`src/rtl/pako_pkg.sv`:
```
// Shared types and defaults for the instruction fetch slice.
//
// Contents:
//   word_t        - 32-bit machine word
//   RESET_PC      - default first fetch address after reset
//   INSTR_BYTES   - default PC increment per sequential fetch
//   fetch_entry_t - one buffered instruction: PC, word and, when the
//                   INSTR_FETCH_MISALIGN_CHK_EN macro is defined, a fault flag
package pako_pkg;

  typedef logic [31:0] word_t;

  localparam word_t       RESET_PC    = 32'h0000_0000;
  localparam int unsigned INSTR_BYTES = 4;

  typedef struct packed {
    word_t pc;
    word_t instr;
`ifdef INSTR_FETCH_MISALIGN_CHK_EN
    logic  fault;
`endif
  } fetch_entry_t;

endpackage

```
`src/rtl/sync_fifo.sv`:
```
// Small synchronous FIFO with flush.
//
// Parameters:
//   T     - entry type
//   Depth - number of entries (power of two, >= 2)
// Ports:
//   clk_i, rst_ni - clock, asynchronous active-low reset
//   flush_i       - empty the FIFO; wins over push_i and pop_i
//   push_i/data_i - write one entry (caller guarantees space)
//   pop_i         - drop the head entry (caller guarantees non-empty)
//   data_o        - head entry
//   count_o       - number of stored entries
module sync_fifo #(
  parameter type         T     = logic [31:0],
  parameter int unsigned Depth = 2,
  localparam int unsigned PtrW = $clog2(Depth),
  localparam int unsigned CntW = PtrW + 1
) (
  input  logic            clk_i,
  input  logic            rst_ni,
  input  logic            flush_i,
  input  logic            push_i,
  input  T                data_i,
  input  logic            pop_i,
  output T                data_o,
  output logic [CntW-1:0] count_o
);

  T                mem_q [Depth];
  logic [PtrW-1:0] wr_ptr_q, wr_ptr_d;
  logic [PtrW-1:0] rd_ptr_q, rd_ptr_d;
  logic [CntW-1:0] count_q, count_d;

  // Pointers wrap naturally because Depth is a power of two.
  always_comb begin
    wr_ptr_d = wr_ptr_q;
    rd_ptr_d = rd_ptr_q;
    count_d  = count_q;
    if (flush_i) begin
      wr_ptr_d = '0;
      rd_ptr_d = '0;
      count_d  = '0;
    end else begin
      if (push_i) wr_ptr_d = wr_ptr_q + PtrW'(1);
      if (pop_i)  rd_ptr_d = rd_ptr_q + PtrW'(1);
      count_d = count_q + CntW'(push_i) - CntW'(pop_i);
    end
  end

  always_ff @(posedge clk_i or negedge rst_ni) begin
    if (!rst_ni) begin
      wr_ptr_q <= '0;
      rd_ptr_q <= '0;
      count_q  <= '0;
      for (int i = 0; i < int'(Depth); i++) mem_q[i] <= '0;
    end else begin
      wr_ptr_q <= wr_ptr_d;
      rd_ptr_q <= rd_ptr_d;
      count_q  <= count_d;
      if (push_i && !flush_i) mem_q[wr_ptr_q] <= data_i;
    end
  end

  assign data_o  = mem_q[rd_ptr_q];
  assign count_o = count_q;

endmodule

```
`src/rtl/instr_fetch.sv`:
```
// Instruction fetch stage in front of a memory with one-cycle registered read latency.
//
// Drives a byte address to the memory every cycle, remembers whether that address was a
// real request (inflight_q/inflight_pc_q), pairs the returned word with its PC, buffers it
// in a DEPTH-entry FIFO and offers it to decode over valid/ready. A redirect flushes the
// FIFO, discards the in-flight response and restarts fetch at redirect_pc_i.
//
// Optional feature (macro INSTR_FETCH_MISALIGN_CHK_EN): a redirect to an address with
// bits[1:0] != 0 enqueues a single faulting entry (instr 0, fault 1) and halts fetch
// until the next redirect. Adds output instr_fault_o.
//
// Ports:
//   clk_i, rst_ni            - clock, asynchronous active-low reset
//   fetch_addr_o             - address to instruction memory (sampled every posedge)
//   fetch_data_i             - memory read data for the previous cycle's address
//   redirect_i/redirect_pc_i - flush and restart at redirect_pc_i
//   instr_valid_o/ready_i    - handshake to decode
//   instr_o, instr_pc_o      - head instruction and its PC
//   instr_fault_o            - (optional) head entry is a misaligned-target fault
module instr_fetch #(
  parameter logic [31:0] RESET_PC    = pako_pkg::RESET_PC,
  parameter int unsigned DEPTH       = 2,
  parameter int unsigned INSTR_BYTES = pako_pkg::INSTR_BYTES
) (
  input  logic        clk_i,
  input  logic        rst_ni,
  output logic [31:0] fetch_addr_o,
  input  logic [31:0] fetch_data_i,
  input  logic        redirect_i,
  input  logic [31:0] redirect_pc_i,
  output logic        instr_valid_o,
  input  logic        instr_ready_i,
`ifdef INSTR_FETCH_MISALIGN_CHK_EN
  output logic        instr_fault_o,
`endif
  output logic [31:0] instr_o,
  output logic [31:0] instr_pc_o
);
  import pako_pkg::*;

  localparam int unsigned CntW = $clog2(DEPTH) + 1;
  localparam int unsigned OccW = CntW + 1;

  word_t           pc_q, pc_d;
  logic            inflight_q, inflight_d;
  word_t           inflight_pc_q, inflight_pc_d;
  logic            issue, push, pop;
  logic [CntW-1:0] count;
  logic [OccW-1:0] occupancy, limit;
  fetch_entry_t    push_entry, head_entry;

`ifdef INSTR_FETCH_MISALIGN_CHK_EN
  // fault_pend_q marks the in-flight slot as the fault marker rather than a memory read.
  logic fault_pend_q, fault_pend_d;
  logic halt_q, halt_d;
  logic misaligned;
  assign misaligned = redirect_pc_i[1:0] != 2'b00;
`endif

  assign fetch_addr_o  = redirect_i ? redirect_pc_i : pc_q;
  assign instr_valid_o = count != '0;
  // A pop in the redirect cycle is not taken: the entry is flushed anyway.
  assign pop           = instr_valid_o & instr_ready_i & ~redirect_i;
  assign push          = inflight_q & ~redirect_i;

  // A pop this cycle frees one slot, so compare against DEPTH + pop.
  assign occupancy = OccW'(count) + OccW'(inflight_q);
  assign limit     = OccW'(DEPTH) + OccW'(pop);

  always_comb begin
    issue = 1'b0;
`ifdef INSTR_FETCH_MISALIGN_CHK_EN
    halt_d       = halt_q;
    fault_pend_d = 1'b0;
`endif
    if (redirect_i) begin
      issue = 1'b1;
`ifdef INSTR_FETCH_MISALIGN_CHK_EN
      halt_d       = misaligned;
      fault_pend_d = misaligned;
`endif
    end else begin
`ifdef INSTR_FETCH_MISALIGN_CHK_EN
      issue = ~halt_q & (occupancy < limit);
`else
      issue = occupancy < limit;
`endif
    end
    inflight_d    = issue;
    inflight_pc_d = issue ? fetch_addr_o : inflight_pc_q;
    pc_d          = issue ? fetch_addr_o + word_t'(INSTR_BYTES) : pc_q;
  end

  always_comb begin
    push_entry       = '0;
    push_entry.pc    = inflight_pc_q;
    push_entry.instr = fetch_data_i;
`ifdef INSTR_FETCH_MISALIGN_CHK_EN
    if (fault_pend_q) push_entry.instr = '0;
    push_entry.fault = fault_pend_q;
`endif
  end

  always_ff @(posedge clk_i or negedge rst_ni) begin
    if (!rst_ni) begin
      pc_q          <= RESET_PC;
      inflight_q    <= 1'b0;
      inflight_pc_q <= '0;
`ifdef INSTR_FETCH_MISALIGN_CHK_EN
      fault_pend_q  <= 1'b0;
      halt_q        <= 1'b0;
`endif
    end else begin
      pc_q          <= pc_d;
      inflight_q    <= inflight_d;
      inflight_pc_q <= inflight_pc_d;
`ifdef INSTR_FETCH_MISALIGN_CHK_EN
      fault_pend_q  <= fault_pend_d;
      halt_q        <= halt_d;
`endif
    end
  end

  sync_fifo #(
    .T     (fetch_entry_t),
    .Depth (DEPTH)
  ) u_fifo (
    .clk_i   (clk_i),
    .rst_ni  (rst_ni),
    .flush_i (redirect_i),
    .push_i  (push),
    .data_i  (push_entry),
    .pop_i   (pop),
    .data_o  (head_entry),
    .count_o (count)
  );

  // Empty FIFO presents zeros rather than stale storage.
  assign instr_o    = instr_valid_o ? head_entry.instr : '0;
  assign instr_pc_o = instr_valid_o ? head_entry.pc    : '0;
`ifdef INSTR_FETCH_MISALIGN_CHK_EN
  assign instr_fault_o = instr_valid_o & head_entry.fault;
`endif

endmodule

```
`config.mk`:
```
export PLATFORM = sky130hd
export DESIGN_NAME = instr_fetch
export DESIGN_NICKNAME = d
export VERILOG_FILES = /design/src/rtl/pako_pkg.sv /design/src/rtl/sync_fifo.sv /design/src/rtl/instr_fetch.sv
export SDC_FILE = /design/constraint.sdc
export NUM_CORES = 1
export LEC_CHECK = 0
export CAP_MARGIN = 0
export CORE_MARGIN = 10
export CORE_UTILIZATION = 60
export DETAILED_ROUTE_END_ITERATION = 6
export DONT_BUFFER_PORTS = 1
export PLACE_DENSITY_LB_ADDON = 0.1
export SYNTH_ARGS = -nofsm -noshare
export SYNTH_HDL_FRONTEND = slang
export SYNTH_SLANG_ARGS = --single-unit
export TNS_END_PERCENT = 30
```
`constraint.sdc`:
```
create_clock -name clk_i -period 2.6 [get_ports clk_i]
set_input_delay 0.52 -clock clk_i [delete_from_list [all_inputs] [get_ports clk_i]]
set_output_delay 0.52 -clock clk_i [all_outputs]
set_load 0.02 [all_outputs]
```
==> results.json <==
{
  "outcome": "finished, violations left",
  "violations": "negative hold slack",
  "nets": 888,
  "cellPowerDensity_mw_per_mm2": 1370,
  "horizontal_extent_of_the_die_um": 146,
  "critical_path_source": "u_fifo.count_o[0]",
  "grt_util_all_layers_pct": 19.8,
  "setup_viol": 0,
  "grt_max_degree": 196,
  "worst_setup_path_start_kind": "flop",
  "post_cts_resize_count": 0,
  "max_slew.worst_pin.slew_ns": 0.802,
  "vdd_ir_drop_max_mv": 0.880,
  "synth-edff-count": 0,
  "share_of_layout_cells_above_drive_strength_1_pct": 25.0,
  "core.rowCount": 45,
  "crit_type": "reg -> out",
  "critical_path.endpoint": "instr_pc_o[21]",
  "synth_seq_area_share_pct": 51.6,
  "clockBufferDepth": 2,
  "number_of_fill_cells": 1163,
  "p_leak_nw": 4.41,
  "final_period_minus_worst_setup_slack_ns": 2.42,
  "critical-path-slowest-cell": "sky130_fd_sc_hd__buf_4",
  "end_kind": "output port",
  "yosysUniqueCellTypes": 54,
  "tritoncts_num_sinks": 195,
  "max_transition_margin_pct": 46.4,
  "min_period_over_period_pct": 93.2,
  "gr-total-overflow": 0,
  "synth_nets": 902,
  "crit_fanout": 64,
  "chipHeight_um": 146,
  "per_cell_via_count_in_the_routed_design": 5.92,
  "dr_total_vias": 6153,
  "vias_in_the_first_global_route": 6455,
  "clock_skew_ns": 0.00736,
  "numCtsBuffers": 17,
  "timing.hold.worst.class": "in -> async",
  "drtPass1Iterations": 5,
  "synth.ff_latch_count": 195,
  "area_delta_synth_final_pct": 9.11,
  "gpl.final_weighted_congestion": 0.840,
  "cts.htree.levels": 4,
  "antenna_cells": 0,
  "critical-path-max-stage-delay_ns": 0.58,
  "root_buffer": "sky130_fd_sc_hd__clkbuf_16",
  "finalHoldViolations": 195,
  "synthCells": 829,
  "grt_antenna_before_repair": 0,
  "rr_endpoint": "pc_q[20]",
  "setup_tns_ns": 0,
  "dpl.hpwl_mm": 14.6,
  "drt.antenna.violating_nets": 0,
  "floorplan.io_pins": 165,
  "cts.clk_slew.worst_paths_ns": 0.07,
  "timing.hold.ws_ns": -0.227,
  "max-cap-violations": 0,
  "fraction_of_registers_with_async_set_reset_pct": 100,
  "synth.yosys.warnings": 0,
  "critical_path.cell_chain": "nor2_4 > buf_4 > nor2_1",
  "wire_length_per_cell_after_detailed_routing_um": 20.2,
  "die_area_mm2": 0.0212,
  "drt-initial-drc-count": 382,
  "rsz0062_at_grt": "false",
  "max_freq_mhz": 412,
  "clk_latency_ns": 0.44,
  "regToRegStartpoint": "pc_q[2]",
  "drc_errors": 0,
  "area.sequential_mm2": 0.00488,
  "buffer_ports.inserted": 0,
  "drt_wl_total_mm": 20.9,
  "core-area_mm2": 0.0153,
  "post-route-worst-setup-slack_ns": 0.176,
  "tritoncts": "yes",
  "synth.cell_area_mm2": 0.00945,
  "placement.setup.worst_slack_ns": 0.158,
  "post-cts-setup-buffers": 0,
  "rrSetupSlack_ns": 0.32,
  "syn_area_per_cell_um2": 11.4,
  "r2r_cells": 6,
  "arrival_time_of_the_worst_setup_path_ns": 1.90,
  "start_util_pct": 61.7,
  "dominantRegCellSynth": "sky130_fd_sc_hd__dfrtp_1",
  "multi_input_comb_area_mm2": 0.00431,
  "timing.critical_path.required_ns": 2.08,
  "final-max-slew-violation-count": 0,
  "grt_pass1_wl_mm": 34.3
}
[kinds of logic after synthesis]
kind of cell	share of synthesized area [%]
AOI/OAI and AO/OA	5.28
xor gates and xnor gates	1.57
adders and majority gates	0.662
buffers and inverters	3.34
DFF	51.6
muxes	26.0
and+or+nand+nor	11.5
[state kept, by name (all words and copies together), names as in the netlist]
signal           flops
u_fifo.mem_q       128
u_fifo.wr_ptr_q      1
pc_q                32
u_fifo.rd_ptr_q      1
u_fifo.count_o       2
inflight_q           1
inflight_pc_q       30
[final cells by class]
| type | instances | area share (%) |
|---|---|---|
| inverter | 24 | 0.873 |
| tap | 211 | 2.56 |
| timing repair buffer | 17 | 1.84 |
| clock buffer | 18 | 4.26 |
| multi-input combinational | 560 | 41.7 |
| sequential | 195 | 47.3 |
| clock inverter | 14 | 1.38 |
[report_power, final]
part           leakage (nW)  switching [mW]  internal [mW]
clock                 0.270            1.19           1.37
sequential             2.29           0.965           4.59
combinational          1.84            3.56           2.43
[worst min path at each step]
stage	to	cells past startpoint	slack, ns
2_1_floorplan	inflight_pc_q[10]	0	0.22
3_3_place_gp	u_fifo.mem_q[78]	0	0.23
3_5_place_dp	u_fifo.mem_q[78]	0	0.23
4_1_cts	u_fifo.mem_q[78]	0	-0.24
5_1_grt	u_fifo.mem_q[14]	0	-0.24
6_report	u_fifo.mem_q[80]	0	-0.23
[worst max-delay path: cells and delay by family, from the launching register on]
| kind | cells | cell delay (ns) |
|---|---|---|
| AND/OR/NAND/NOR | 2 | 0.44 |
| flip-flops | 1 | 0.42 |
| buffers and inverters | 1 | 0.58 |
[stage by stage]
stage	cell area (µm²)	hold WS, ns	instances	total power [mW]	util [%]
global route	10300	-0.240	1039	15.1	67.4
finish	10300	-0.227	1039	14.1	67.4
detailed placement	9730	0.232	1007	11.7	63.6
global placement	9730	0.231	1007	11.3	63.6
floorplan	9510	0.224	829	10.2	-
CTS	10300	-0.235	1039	14.2	67.4
[Yosys cell counts (7+ instances only)]
master                       n  area, µm²
sky130_fd_sc_hd__a21oi_1    36        180
sky130_fd_sc_hd__and3_1      7       43.8
sky130_fd_sc_hd__buf_1      10       37.5
sky130_fd_sc_hd__buf_2      12       60.1
sky130_fd_sc_hd__clkbuf_1   25       93.8
sky130_fd_sc_hd__dfrtp_1   195       4880
sky130_fd_sc_hd__inv_1      24       90.1
sky130_fd_sc_hd__mux2_2    143       1610
sky130_fd_sc_hd__mux2i_1    85        851
sky130_fd_sc_hd__nand2_1    30        113
sky130_fd_sc_hd__nand3_1    13       65.1
sky130_fd_sc_hd__nand4_1     7       43.8
sky130_fd_sc_hd__nor2_1    134        503
sky130_fd_sc_hd__nor3_1      8       40.0
sky130_fd_sc_hd__o31ai_1     7       52.6
sky130_fd_sc_hd__xnor2_1    12        105
[cell usage in the layout, fill, tap and decap left out, types with 3 or more instances in the layout]
cell,instances
sky130_fd_sc_hd__nand2_1,29
sky130_fd_sc_hd__buf_4,12
sky130_fd_sc_hd__and3b_1,4
sky130_fd_sc_hd__buf_12,5
sky130_fd_sc_hd__mux2_2,141
sky130_fd_sc_hd__mux2i_1,85
sky130_fd_sc_hd__nand3b_1,4
sky130_fd_sc_hd__nand4_1,7
sky130_fd_sc_hd__nand3_1,13
sky130_fd_sc_hd__inv_1,23
sky130_fd_sc_hd__and3_1,7
sky130_fd_sc_hd__xnor2_1,12
sky130_fd_sc_hd__dfrtp_1,194
sky130_fd_sc_hd__ha_1,4
sky130_fd_sc_hd__nor3_1,8
sky130_fd_sc_hd__inv_6,4
sky130_fd_sc_hd__nor4_1,3
sky130_fd_sc_hd__clkinvlp_4,5
sky130_fd_sc_hd__clkbuf_16,17
sky130_fd_sc_hd__a21oi_1,36
sky130_fd_sc_hd__nor2b_1,4
sky130_fd_sc_hd__nand4b_1,3
sky130_fd_sc_hd__nand2b_1,4
sky130_fd_sc_hd__a21o_1,3
sky130_fd_sc_hd__o21a_1,5
sky130_fd_sc_hd__o21ai_0,5
sky130_fd_sc_hd__nor2_1,133
sky130_fd_sc_hd__o31ai_1,7
sky130_fd_sc_hd__xor2_1,5
[routing by layer]
metal | track usage [%] | part of all wire, % | up-vias
met5 | 0 | 0 | -
met4 | 6.32 | 1.7 | 0
met3 | 7.14 | 8.4 | 24
met2 | 31.6 | 47 | 187
met1 | 24.6 | 43 | 3071
li1 | - | - | 2871
No activity file was read; power rests on OpenSTA's default activity.
